<file path="config.mk">
export PLATFORM = sky130hd
export DESIGN_NAME = phy_rx_lane_deserializer_flat
export DESIGN_NICKNAME = d
export VERILOG_FILES = /design/src/rtl/phy_rx_lane_deserializer_if.sv /design/src/rtl/phy_rx_lane_deserializer.sv /design/src/flat_wrapper.sv
export SDC_FILE = /design/constraint.sdc
export NUM_CORES = 1
export LEC_CHECK = 0
export CORE_UTILIZATION = 53
export CTS_CLUSTER_DIAMETER = 40
export CTS_CLUSTER_SIZE = 12
export DETAILED_ROUTE_END_ITERATION = 12
export PLACE_DENSITY = 0.76
export SLEW_MARGIN = 20
export SYNTH_ARGS = -nofsm -noshare
export SYNTH_HDL_FRONTEND = slang
export SYNTH_SLANG_ARGS = --single-unit
</file>
<file path="constraint.sdc">
create_clock -name clk_32f -period 1.95 [get_ports clk_32f]
set_input_delay 0.195 -clock clk_32f [delete_from_list [all_inputs] [get_ports clk_32f]]
set_output_delay 0.195 -clock clk_32f [all_outputs]
set_load 0.005 [all_outputs]
</file>
<file path="src/rtl/phy_rx_lane_deserializer_if.sv">
// Lane-side bundle between the serial receiver and the byte-assembly stage.
// The master drives the serial bit; the slave returns aligned bytes and lock status.
interface phy_rx_lane_deserializer_if;
  logic       data_in;
  logic [7:0] data_out;
  logic       valid_out;
  logic       com_out;
  logic       active_out;

  modport master (
    output data_in,
    input  data_out,
    input  valid_out,
    input  com_out,
    input  active_out
  );

  modport slave (
    input  data_in,
    output data_out,
    output valid_out,
    output com_out,
    output active_out
  );
endinterface

</file>
<file path="src/rtl/phy_rx_lane_deserializer.sv">
// Per-lane serial-to-byte deserializer: hunts for COM bitwise, locks after SYNC_COM
// consecutive aligned COMs, then delivers aligned non-COM bytes and flags idles.
module phy_rx_lane_deserializer #(
  parameter logic [7:0]  COM_SYMBOL = 8'hBC,
  parameter int unsigned SYNC_COM   = 4
) (
  input  logic                        clk_32f,
  input  logic                        reset,
  phy_rx_lane_deserializer_if.slave   lane
);

  localparam logic [3:0] SYNC_CNT = 4'(SYNC_COM);

  typedef enum logic [1:0] {
    HUNT   = 2'd0,
    ALIGN  = 2'd1,
    SYNCED = 2'd2
  } state_t;

  state_t     state, state_nxt;
  logic [6:0] shift_reg, shift_nxt;
  logic [2:0] bit_cnt, bit_cnt_nxt;
  logic [3:0] com_cnt, com_cnt_nxt;
  logic [7:0] data_p1, data_nxt;
  logic       vld_p1, vld_nxt;
  logic       com_p1, com_nxt;
  logic       active_p1, active_nxt;

  logic [7:0] window;
  logic       boundary;
  logic       win_is_com;

  function automatic logic is_com(input logic [7:0] byte_val);
    return byte_val == COM_SYMBOL;
  endfunction

  // Stage p0: combinational window of the seven held bits plus the bit arriving now
  assign window     = {shift_reg, lane.data_in};
  assign boundary   = (bit_cnt == 3'd7);
  assign win_is_com = is_com(window);

  always_comb begin
    state_nxt   = state;
    shift_nxt   = window[6:0];
    bit_cnt_nxt = bit_cnt + 3'd1;
    com_cnt_nxt = com_cnt;
    data_nxt    = data_p1;
    vld_nxt     = 1'b0;
    com_nxt     = 1'b0;
    active_nxt  = active_p1;

    unique case (state)
      HUNT: begin
        if (win_is_com) begin
          bit_cnt_nxt = 3'd0;
          com_nxt     = 1'b1;
          com_cnt_nxt = 4'd1;
          if (SYNC_COM == 1) begin
            state_nxt  = SYNCED;
            active_nxt = 1'b1;
          end else begin
            state_nxt  = ALIGN;
          end
        end
      end

      ALIGN: begin
        if (boundary) begin
          if (win_is_com) begin
            com_nxt     = 1'b1;
            com_cnt_nxt = com_cnt + 4'd1;
            if (com_cnt + 4'd1 == SYNC_CNT) begin
              state_nxt  = SYNCED;
              active_nxt = 1'b1;
            end
          end else begin
            // Misaligned byte: restart the bitwise search from the next edge
            state_nxt   = HUNT;
            com_cnt_nxt = 4'd0;
          end
        end
      end

      SYNCED: begin
        // Lock is sticky; a COM straddling bytes is never looked for here
        if (boundary) begin
          data_nxt = window;
          if (win_is_com) com_nxt = 1'b1;
          else            vld_nxt = 1'b1;
        end
      end

      default: begin
        state_nxt = HUNT;
      end
    endcase
  end

  // Stage p1: registered state and outputs, visible the cycle after the 8th bit
  always_ff @(posedge clk_32f) begin
    if (reset) begin
      state     <= HUNT;
      shift_reg <= '0;
      bit_cnt   <= '0;
      com_cnt   <= '0;
      data_p1   <= '0;
      vld_p1    <= 1'b0;
      com_p1    <= 1'b0;
      active_p1 <= 1'b0;
    end else begin
      state     <= state_nxt;
      shift_reg <= shift_nxt;
      bit_cnt   <= bit_cnt_nxt;
      com_cnt   <= com_cnt_nxt;
      data_p1   <= data_nxt;
      vld_p1    <= vld_nxt;
      com_p1    <= com_nxt;
      active_p1 <= active_nxt;
    end
  end

  assign lane.data_out   = data_p1;
  assign lane.valid_out  = vld_p1;
  assign lane.com_out    = com_p1;
  assign lane.active_out = active_p1;

endmodule

</file>
<file path="src/flat_wrapper.sv">
// flat-port wrapper written by rule: the top's interface ports become plain ports
module phy_rx_lane_deserializer_flat 
#(
  parameter logic [7:0]  COM_SYMBOL = 8'hBC,
  parameter int unsigned SYNC_COM   = 4
)
  (clk_32f, reset, lane_data_in, lane_data_out, lane_valid_out, lane_com_out, lane_active_out);
  phy_rx_lane_deserializer_if lane_i ();
  input  logic clk_32f;
  input  logic reset;
  input wire logic [$bits(lane_i.data_in)-1:0] lane_data_in;
  output wire logic [$bits(lane_i.data_out)-1:0] lane_data_out;
  output wire logic [$bits(lane_i.valid_out)-1:0] lane_valid_out;
  output wire logic [$bits(lane_i.com_out)-1:0] lane_com_out;
  output wire logic [$bits(lane_i.active_out)-1:0] lane_active_out;
  assign lane_i.data_in = lane_data_in;
  assign lane_data_out = lane_i.data_out;
  assign lane_valid_out = lane_i.valid_out;
  assign lane_com_out = lane_i.com_out;
  assign lane_active_out = lane_i.active_out;
  phy_rx_lane_deserializer #(.COM_SYMBOL(COM_SYMBOL), .SYNC_COM(SYNC_COM)) u_core (.clk_32f(clk_32f), .reset(reset), .lane(lane_i));
endmodule
</file>
== Word-level counts from Yosys, hierarchy flattened ==
Cells that the tools add are included.

* Add/sub/neg operators: 2
* Equality and inequality tests: 8
* Mux-type cells: 15
* Bitwise operators: 2
* Reduce and logical (&&, ||, !) cells: 8

{| class="wikitable"
|+ Operators with widths
! operator !! count
|-
| two-way mux 4 bit || 3
|-
| equality test 8 bit, second input constant || 1
|-
| two-way mux 2 bit || 4
|-
| case mux 4 bit (2 select lines) || 1
|-
| AND reduction 4 bit || 2
|-
| two-way mux 3 bit || 2
|-
| case mux 2 bit (3 select lines) || 1
|-
| adder 4 x 1 -> 4 bit, second input constant || 1
|-
| equality test 4 x 3 -> 1 bit, second input constant || 1
|-
| != test 2 x 1 -> 1 bit, second input constant || 2
|-
| adder 3 x 1 -> 3 bit, second input constant || 1
|-
| equality test 3 bit, second input constant || 1
|-
| two-way mux 1 bit || 3
|-
| != test 3 bit, second input constant || 1
|-
| AND reduction 3 bit || 1
|-
| OR reduction 3 bit || 1
|-
| equality test 2 x 1 -> 1 bit, second input constant || 1
|-
| equality test 2 bit, second input constant || 1
|-
| logical NOT 2 bit || 1
|-
| inverter 1 bit || 2
|-
| case mux 1 bit (2 select lines) || 1
|-
| AND reduction 2 bit || 1
|-
| nonzero test 2 bit || 1
|-
| OR reduction 2 bit || 1
|}

* Bits in registers: 27
* Logic and storage cells: 43

== Depth between registers and ports, before layout ==
* Word-level depth: 6
* Depth in mapped cells: 7
* Mapped depth without buffers: 6

== Worst setup path before layout ==
OpenSTA, ideal clock, no wires.

* Kind: register to register
* From: register u_core.shift_reg[0]
* To: register u_core.com_cnt[0]
* Setup time: 0.128 ns
* Arrival time: 1.528 ns
* Slack: 0.294 ns
* Cell stages (with the launch flop): 7
* Clock period less this slack: 1.656 ns
* Cells stage by stage: dfxtp_1 > nand2b_4 > or4_1 > buf_2 > a211o_1 > mux2i_1 > nor2_1

* Longest elaborated chain between the ends: 4
* Elaborated cells between the ends (all ways): 6

{| class="wikitable"
|+ Ends and longest elaborated chain
! element !! line !! RTL
|-
| from (decl) || phy_rx_lane_deserializer.sv:21 || <nowiki>logic [6:0] shift_reg, shift_nxt;</nowiki>
|-
| from (signal assigned) || phy_rx_lane_deserializer.sv:112 || <nowiki>shift_reg <= shift_nxt;</nowiki>
|-
| equality test 8 bit (*) || phy_rx_lane_deserializer.sv:34 || <nowiki>return byte_val == COM_SYMBOL;</nowiki>
|-
| two-way mux 4 bit || phy_rx_lane_deserializer.sv:69 || <nowiki>if (win_is_com) begin</nowiki>
|-
| two-way mux 4 bit || phy_rx_lane_deserializer.sv:68 || <nowiki>if (boundary) begin</nowiki>
|-
| case mux 4 bit (2 select lines) || phy_rx_lane_deserializer.sv:52 || <nowiki>unique case (state)</nowiki>
|-
| to (signal assigned) || phy_rx_lane_deserializer.sv:114 || <nowiki>com_cnt <= com_cnt_nxt;</nowiki>
|-
| to (decl) || phy_rx_lane_deserializer.sv:23 || <nowiki>logic [3:0] com_cnt, com_cnt_nxt;</nowiki>
|}

Mark *: on every way between the ends. The rest lies on a longest branch, timed or not. The select of a mux whose other input is x is not followed.
A chain may end at the register's enable or synchronous reset.

== Worst setup path after layout ==
* From: register u_core.shift_reg[1]
* To: register u_core.com_cnt[0]

The elaborated chain is that of the path after synthesis.

==> metrics <==
clock-pin slew on the worst setup and hold paths=0.14 ns; Internal=654 uW; Power Density=597 mW/mm^2; Die ar.=0.00243 sq mm; Post-Place Worst Slack=-0.00703 ns; Worst Hold Class=reg -> reg; Worst EP arrival=1.97 ns; Hold Violations, Final=0; # resized after CTS=0; Area after DPL=0.00138 sq mm; WHS Path Cells=1; Port Buffer Count=13; reg2reg end=u_core.com_cnt[0]; min cycle time layout=1.75 ns; area of the core=0.00202 sq mm; Fin Clk Skew=0.00265 ns; post-CTS setup repair buffer count=0; syn avg cell area=9.19 sq um; GR Util met1=26.3%; CTS Buffer Depth=2; cts bufs inserted=3; Worst Path Required=2.17 ns; synth warn=0; pin count of the biggest net entering global routing=17; Final Max Slew Viols=0; kind of end point of the critical path=flip-flop; DRC viols=0; routed len/inst=12.9 microns; Gate power share=3.6%; first-pass GRT wire length=3780 microns; Post-Syn Nets=140; First-pass DRT Iterations=4; met2 Use GR=33.3%; fmax=572 MHz; Max-slew headroom=72.6%; # rows=16; Area Growth Syn to Fin=18.8%; Fin Setup TNS=0 ns; WHS Endpoint=u_core.bit_cnt[0]; Cell Area, Synth=0.00118 sq mm; initial antenna violation count=0; NetSw=187 uW; final wirelength=2230 microns; Slew @ Worst Pin=0.410 ns; status=completed; nets=158; VDD IR-drop max=0.517 mV; vias in the first global route=885; All-Layer GR Usage=20.7%; Top Ports=14; CTS Root Cell=clkbuf_4; die extent in x=49.3 microns; Primary FF master, synth=dfxtp_1; Sequential Power Share=67.1%; grt peak-use layer=met2; number of nets with antenna violations after routing=0; Vias=947; number of synthesized flops with an enable pin=0; commonest non-fill, non-tap cell in the layout=dfxtp_1; commonest cells after routing, fill and taps aside=dfxtp_1, a21oi_1, clkdlybuf4s50_1, nand2_1, nor2b_1; Yosys reg bits=27; CTS tree=done; min-delay src=u_core.bit_cnt[0]; Starting DRT DRC Count=29; FF-to-FF path depth=5; gpl congestion=0.824; CP Launch Type=flip-flop; synthesized instance count=129; Max FO, Critical Path=5; Crit Path Category=reg -> reg; n_diodes=0; total gr overflow=0; r2r setup slk=0.20 ns; Final Setup Violations=0; RSZ-0062 raised after global routing=false; period utilisation layout=89.6%; Clk pwr share=29.3%; Pwr Total=841 uW; Synth async-reset ratio=0%; clock latency at the later pin of the worst-skew pair=0.33 ns; Largest register FFs=8; Worst Slack Setup Final=0.202 ns; cts hold-fix bufs=0; worst reg2reg startpoint=u_core.shift_reg[1]; initial core utilization=58.6%; post-synthesis sequential area ratio=45.6%; fin area=0.00141 sq mm; number of library cell types mapped by synthesis=31; Die Y=49.3 microns; drt via density=5.47; MaxCap Viol Count=0; # H-tree levels=1; layout cells sized above 1=11.0%; # clock sinks=27; M3 GR Usage=3.74%; Sw Ratio=22.2%; Filler cells=171; leakage power=0.000535 uW; DP HPWL=1650 microns
-- critical path, cell delays in order, from the launching register on --
cell and delay [ns]:
dfxtp_1 0.42, nand2b_4 0.07, or4_1 0.59, a211o_1 0.36, mux2i_1 0.16, nor2_1 0.05
-- metal layers --
metal  up-vias  routed length [microns]
met5         -                        0
met4         0                       48
met3         4                       42
met2        10                     1020
met1       451                     1120
li1        482                        -
-- metrics by stage --
| stage | hold WS, ns | std cells | util, % |
|---|---|---|---|
| final | 0.428 | 173 | 69.6 |
| after global routing | 0.465 | 173 | 69.6 |
| after CTS | 0.435 | 173 | 69.6 |
| after detailed placement | 0.415 | 169 | 68.1 |
| after global placement | 0.409 | 169 | 68.1 |
| after floorplan | 0.323 | 129 | - |
-- power by group through the flow --
stage               combinational (uW)  clock [uW]  sequential [uW]
global placement                  29.1           0              576
CTS                               30.6         251              565
finish                            30.2         246              564
global route                      33.4         273              566
floorplan                         18.9           0              576
detailed placement                30.2           0              577
-- cell type report --
class                   instances  area, sq um  share of cell area (%)
clock buffers                   3         22.5                    1.60
flip-flops and latches         27          541                    38.4
repair buffers                 21          190                    13.5
clock inverters                 1         7.51                   0.533
well taps                      27         33.8                    2.40
inverters                       3         11.3                   0.800
multi-input cells              91          602                    42.8
-- Yosys cell counts, types with 2 or more instances --
library cell,n,area (sq um)
mux2i_1,2,20.0
o21ai_0,4,20.0
a211o_1,2,17.5
ha_1,8,100
nor2_1,3,11.3
nor2b_1,11,68.8
nand2b_1,4,25.0
and2_1,2,12.5
inv_1,3,11.3
dfxtp_1,27,541
nand2_1,12,45.0
nand3_1,10,50.1
nand4_1,2,12.5
and3_1,2,12.5
clkbuf_1,7,26.3
a21oi_1,15,75.1
-- cells by family after synthesis --
kind of cell / Yosys count / share of synthesized area (%)
buffers and inverters: 11 / 3.59
DFF: 27 / 45.6
and+or+nand+nor: 52 / 24.5
adders and majority gates: 8 / 8.45
AOI/OAI and AO/OA: 29 / 16.2
muxes: 2 / 1.69
-- how the worst max path moves through the flow --
stage | start | to | slack (ns)
2_1_floorplan | u_core.shift_reg[0] | u_core.com_cnt[0] | 0.29
4_1_cts | u_core.shift_reg[1] | u_core.com_cnt[0] | 0.20
3_5_place_dp | lane_data_in | u_core.com_cnt[0] | -0.007
5_1_grt | u_core.shift_reg[1] | u_core.state[1] | 0.1
6_report | u_core.shift_reg[1] | u_core.com_cnt[0] | 0.20
3_3_place_gp | lane_data_in | u_core.com_cnt[0] | 0.03
(Power assumes the default switching activity.)
